==> config.mk <==
export PLATFORM = sky130hd
export DESIGN_NAME = axi_decerr_slave
export DESIGN_NICKNAME = d
export VERILOG_FILES = /design/src/rtl/axi_decerr_slave.sv
export SDC_FILE = /design/constraint.sdc
export NUM_CORES = 1
export LEC_CHECK = 0
export CORE_MARGIN = 10
export CORE_UTILIZATION = 30
export CTS_CLUSTER_DIAMETER = 50
export DETAILED_ROUTE_END_ITERATION = 7
export GPL_ROUTABILITY_DRIVEN = 0
export MAX_ROUTING_LAYER = met4
export PLACE_DENSITY = 0.77
export SLEW_MARGIN = 15
export SYNTH_ARGS = -nofsm -noshare
export SYNTH_HDL_FRONTEND = slang
export SYNTH_SLANG_ARGS = --single-unit
==> constraint.sdc <==
create_clock -name aclk -period 1.5 [get_ports aclk]
set_clock_uncertainty 0.1 [all_clocks]
set_input_delay 0.225 -clock aclk [delete_from_list [all_inputs] [get_ports aclk]]
set_output_delay 0.225 -clock aclk [all_outputs]
set_load 0.1 [all_outputs]
==> src/rtl/axi_decerr_slave.sv <==
// rtl/axi_decerr_slave.sv - AXI3 default slave that completes every access with DECERR
//
// Purpose:
//   Sits on an unused fabric slot behind the interconnect address decoder.
//   Every transaction it receives is fully completed, so a stray master access
//   cannot hang the bus. Both response channels return DECERR. Reads return a
//   fixed fill pattern. The read and write engines are independent, and each
//   allows one outstanding transaction.
//
// Ports:
//   aclk, areset_n                 clock, asynchronous active-low reset
//   aw* (valid/ready/addr/burst/
//        size/len/id)              write address channel (addr/burst/size ignored)
//   w*  (valid/ready/data/strb/
//        last)                     write data channel (data/strb discarded)
//   b*  (valid/ready/id/resp)      write response channel, bid echoes awid
//   ar* (valid/ready/addr/burst/
//        size/len/id)              read address channel (addr/burst/size ignored)
//   r*  (valid/ready/id/data/
//        resp/last)                read data channel, rid echoes arid
//   wlast_err                      sticky: wlast position disagreed with awlen

module axi_decerr_slave #(
    parameter int          aw   = 12,
    parameter int          dw   = 32,
    parameter int          idw  = 16,
    parameter logic [31:0] FILL = 32'hDEADBEEF
) (
    input  logic              aclk,
    input  logic              areset_n,

    input  logic              awvalid,
    output logic              awready,
    input  logic [aw-1:0]     awaddr,
    input  logic [1:0]        awburst,
    input  logic [2:0]        awsize,
    input  logic [3:0]        awlen,
    input  logic [idw-1:0]    awid,

    input  logic              wvalid,
    output logic              wready,
    input  logic [dw-1:0]     wdata,
    input  logic [dw/8-1:0]   wstrb,
    input  logic              wlast,

    output logic              bvalid,
    input  logic              bready,
    output logic [idw-1:0]    bid,
    output logic [1:0]        bresp,

    input  logic              arvalid,
    output logic              arready,
    input  logic [aw-1:0]     araddr,
    input  logic [1:0]        arburst,
    input  logic [2:0]        arsize,
    input  logic [3:0]        arlen,
    input  logic [idw-1:0]    arid,

    output logic              rvalid,
    input  logic              rready,
    output logic [idw-1:0]    rid,
    output logic [dw-1:0]     rdata,
    output logic [1:0]        rresp,
    output logic              rlast,

    output logic              wlast_err
);

    localparam logic [1:0] RESP_DECERR = 2'b11;

    // Replicate the 32-bit pattern up to at least dw bits, then truncate.
    localparam int                      FILL_REPS = (dw + 31) / 32;
    localparam logic [FILL_REPS*32-1:0] FILL_WIDE = {FILL_REPS{FILL}};

    typedef enum logic [1:0] {
        W_IDLE = 2'd0,
        W_DATA = 2'd1,
        W_RESP = 2'd2
    } w_state_e;

    typedef enum logic {
        R_IDLE = 1'b0,
        R_DATA = 1'b1
    } r_state_e;

    // ------------------------------------------------------------------
    // Write engine
    // ------------------------------------------------------------------
    w_state_e         w_state_q, w_state_d;
    logic [3:0]       wcnt_q, wcnt_d;
    logic [idw-1:0]   bid_q, bid_d;
    logic             wlast_err_q, wlast_err_d;
    logic             awready_q, wready_q, bvalid_q;
    logic             w_end;

    always_comb begin
        w_state_d   = w_state_q;
        wcnt_d      = wcnt_q;
        bid_d       = bid_q;
        wlast_err_d = wlast_err_q;
        w_end       = 1'b0;

        case (w_state_q)
            W_IDLE: begin
                if (awvalid && awready_q) begin
                    bid_d     = awid;
                    wcnt_d    = awlen;
                    w_state_d = W_DATA;
                end
            end
            W_DATA: begin
                if (wvalid && wready_q) begin
                    // The burst closes on whichever comes first: the master's
                    // wlast or the beat count from awlen. A mismatch is only
                    // flagged; the burst still completes so the bus never stalls.
                    w_end = wlast || (wcnt_q == 4'd0);
                    if (wcnt_q != 4'd0) begin
                        wcnt_d = wcnt_q - 4'd1;
                    end
                    if (wlast != (wcnt_q == 4'd0)) begin
                        wlast_err_d = 1'b1;
                    end
                    if (w_end) begin
                        w_state_d = W_RESP;
                    end
                end
            end
            W_RESP: begin
                if (bvalid_q && bready) begin
                    w_state_d = W_IDLE;
                end
            end
            default: begin
                w_state_d = W_IDLE;
            end
        endcase
    end

    // Handshake outputs are registered copies of the next-state decode, so
    // they change on the same edge as the state and never come from logic.
    always_ff @(posedge aclk or negedge areset_n) begin
        if (!areset_n) begin
            w_state_q   <= W_IDLE;
            wcnt_q      <= 4'd0;
            bid_q       <= '0;
            wlast_err_q <= 1'b0;
            awready_q   <= 1'b1;
            wready_q    <= 1'b0;
            bvalid_q    <= 1'b0;
        end else begin
            w_state_q   <= w_state_d;
            wcnt_q      <= wcnt_d;
            bid_q       <= bid_d;
            wlast_err_q <= wlast_err_d;
            awready_q   <= (w_state_d == W_IDLE);
            wready_q    <= (w_state_d == W_DATA);
            bvalid_q    <= (w_state_d == W_RESP);
        end
    end

    // ------------------------------------------------------------------
    // Read engine
    // ------------------------------------------------------------------
    r_state_e         r_state_q, r_state_d;
    logic [3:0]       rcnt_q, rcnt_d;
    logic [idw-1:0]   rid_q, rid_d;
    logic             rlast_q, rlast_d;
    logic             arready_q, rvalid_q;

    always_comb begin
        r_state_d = r_state_q;
        rcnt_d    = rcnt_q;
        rid_d     = rid_q;
        rlast_d   = rlast_q;

        case (r_state_q)
            R_IDLE: begin
                if (arvalid && arready_q) begin
                    rid_d     = arid;
                    rcnt_d    = arlen;
                    rlast_d   = (arlen == 4'd0);
                    r_state_d = R_DATA;
                end
            end
            R_DATA: begin
                if (rvalid_q && rready) begin
                    if (rcnt_q == 4'd0) begin
                        rlast_d   = 1'b0;
                        r_state_d = R_IDLE;
                    end else begin
                        // rlast for the next beat is precomputed from the
                        // current count so it stays a plain register output.
                        rcnt_d  = rcnt_q - 4'd1;
                        rlast_d = (rcnt_q == 4'd1);
                    end
                end
            end
        endcase
    end

    always_ff @(posedge aclk or negedge areset_n) begin
        if (!areset_n) begin
            r_state_q <= R_IDLE;
            rcnt_q    <= 4'd0;
            rid_q     <= '0;
            rlast_q   <= 1'b0;
            arready_q <= 1'b1;
            rvalid_q  <= 1'b0;
        end else begin
            r_state_q <= r_state_d;
            rcnt_q    <= rcnt_d;
            rid_q     <= rid_d;
            rlast_q   <= rlast_d;
            arready_q <= (r_state_d == R_IDLE);
            rvalid_q  <= (r_state_d == R_DATA);
        end
    end

    // ------------------------------------------------------------------
    // Outputs
    // ------------------------------------------------------------------
    assign awready   = awready_q;
    assign wready    = wready_q;
    assign bvalid    = bvalid_q;
    assign bid       = bid_q;
    assign bresp     = RESP_DECERR;
    assign wlast_err = wlast_err_q;

    assign arready   = arready_q;
    assign rvalid    = rvalid_q;
    assign rid       = rid_q;
    assign rlast     = rlast_q;
    assign rresp     = RESP_DECERR;
    assign rdata     = FILL_WIDE[dw-1:0];

    // Address attributes and write payload are accepted but have no effect.
    logic unused_inputs;
    assign unused_inputs = ^{awaddr, awburst, awsize, wdata, wstrb,
                             araddr, arburst, arsize};

endmodule

==> metrics.cfg <==
[floorplan]
fp.coreArea_um2=7767
initial_core_util_pct=30.94
rows=32
die_area_um2=11990
die_y_um=109.5
fp.dieW_um=109.5
io_pins=193

[logic_synthesis]
synth.distinct_cells=36
avgSynthCellArea_um2=11.72
syn-instance-count=205
ys_ff_latch=49
syn-cell-area_um2=2404
yosys_warnings=0
seq_area_frac_synth_pct=51.12

[final_layout]
utilization_pct=54.03
syn_to_final_growth_pct=74.60
final_common_cell=clkdlybuf4s50_1
seqCellArea_um2=1241
multi_input_area_um2=1155
final_cell_mix=clkdlybuf4s50_1, dfrtp_1, buf_12
fill_cells=649
antenna_cells=0
nets=450
layout-drive-gt1-share_pct=44.04

[cts]
cts_buffer_depth=2
clock-sinks=49
cts_max_level=2
cts_made_buffers=5
cts_root_buffer=clkbuf_8
cts_tree=yes
cts.clk_slew.worst_paths_ns=0.09
clk_latency_ns=0.30

[route]
dr_wl_met3_um=487
firstDrtPassIters=3
drt_iter0_drc=22
via_per_inst=4.317
wl_met1_um=2505
top_layer=met4
drtAntennaViolNets=0
totalWireLength_um=6969
met2_wirelength_um=3914
route.detailed.drc=0
wire_per_inst_um=16.24
vias=1852

[timing]
worst_slack_ns=-0.1610
setup-violations-final=27
fin_crit_sh_pct=110.7
finalCriticalPeriod_ns=1.661
rsz0062_at_grt=true
max_freq_ghz=0.6021
timing.final.hold_violations=0
slew_violations=0

[grt]
grt_max_degree=27
grt_antenna_before_repair=0
grt_pass1_vias=2127
grt_pass1_wl_um=10670
overflow=0
gr-usage-all-layers_pct=11.67

[status]
outcome=finished, violations left
violations=negative setup slack

[setup_path]
r2r_start=awready$_DFF_PN1_
worstSetupStartpoint=awready$_DFF_PN1_
worstSetupEndpointType=register
required_ns=1.63
cp.arrival_ns=1.79
cp_max_fo=5
path_class=reg2reg
start_kind=register

[min_path]
min_path_type=in2async

[place]
dp_slack_ns=-0.2536
io_buffers=86
dp_hpwl_um=5397

[run]
maxCapViolCount=0

==> through the flow <==
step | instances | setup TNS (ns) | area [µm²] | hold WS (ns)
floorplan | 239 | -7.440 | 2654 | -0.1706
global placement | 412 | -6.185 | 3901 | 0.1378
detailed placement | 412 | -6.138 | 3901 | 0.1595
CTS | 429 | -2.582 | 4131 | 0.3621
global route | 429 | -4.057 | 4197 | 0.4035
finish | 429 | -2.490 | 4197 | 0.3768
==> flip-flops by register name (all words and copies together), names as in the netlist, 2 cells and up <==
name / count
wcnt_q: 4
w_state_q: 2
bid: 16
rid: 16
rcnt_q: 4
==> metal layers <==
metal,vias up,global-route usage (%)
li1,861,-
met2,69,21.47
met4,0,3.532
met3,6,2.926
met5,-,-
met1,916,11.92
==> worst paths after layout <==
path | to | slack, ns | cells past startpoint
worst min-delay path | w_state_q[0]$_DFF_PN0_ | 0.38 | 3
worst max-delay path | wcnt_q[0]$_DFFE_PN0P_ | -0.16 | 5
min in group aclk | wlast_err$_DFFE_PN0P_ | 0.43 | 1
max in group asynchronous | arready$_DFF_PN1_ | 0.64 | 3
worst min register to register | wlast_err$_DFFE_PN0P_ | 0.43 | 1
worst max register to register | wcnt_q[0]$_DFFE_PN0P_ | -0.16 | 5
==> cells by family (layout without fill, tap and decap cells) <==
family,count (synthesis),after routing,synth area share (%)
AO/OA/AOI/OAI,24,24,6.611
XOR/XNOR,1,1,0.3645
adder cells (fa/ha/maj),5,5,2.603
buffers and inverters,50,138,14.11
flip-flops,49,49,51.12
multiplexers,34,34,15.83
other,2,36,0.3125
AND/OR/NAND/NOR,40,40,9.058
==> critical path, stage by stage (launching register included) <==
cell      delay [ns]
dfstp_4         0.62
and4bb_4        0.29
buf_6           0.13
a21oi_4         0.04
or3_1           0.35
o21ai_1         0.07
==> Yosys cell counts <==
cell / number / area, µm²
mux2i_1: 2 / 20.02
nor3b_1: 2 / 15.01
a21o_1: 1 / 7.510
o22a_1: 1 / 8.760
and2b_1: 1 / 7.510
a21oi_4: 1 / 16.27
a31oi_1: 1 / 6.260
nand2_1: 10 / 37.54
buf_4: 37 / 277.8
or3b_4: 1 / 11.26
and4b_2: 1 / 11.26
dfrtp_1: 47 / 1176
and4bb_2: 1 / 12.51
inv_1: 8 / 30.03
or3_1: 1 / 6.260
buf_6: 1 / 11.26
buf_2: 4 / 20.02
o221a_2: 1 / 11.26
o31ai_1: 3 / 22.52
o32ai_1: 1 / 8.760
conb_1: 2 / 7.510
xor2_1: 1 / 8.760
nand3_1: 1 / 5.000
o21a_1: 1 / 7.510
nand2b_1: 3 / 18.77
nor2b_1: 1 / 6.260
nor2_1: 10 / 37.54
o21ai_0: 7 / 35.03
and2_1: 2 / 12.51
nor4_1: 1 / 6.260
nor3_1: 3 / 15.01
dfstp_2: 2 / 52.55
mux2_2: 32 / 360.4
a21oi_1: 7 / 35.03
ha_1: 5 / 62.56
nand3b_1: 2 / 15.01
==> repair_timing <==
item | 4_1_cts | 5_1_grt
gates resized for setup | 20 | 14
hold buffers | 1 | 0
endpoints found under the setup margin | 31 | 46
buffers inserted | 9 | 1
cloned | 1 | 0
endpoints found under the hold margin | 47 | 0
pin swaps | 6 | 11
==> area by class of cell <==
type	instances	area share [%]
clock buffer	7	2.057
sequential	49	29.58
multi-input combinational	140	27.52
timing repair buffer	123	37.09
tap	102	3.041
inverter	8	0.7156
Power is not shown: default switching activity piles up to over one toggle a cycle in this logic, so the estimate is an artifact.
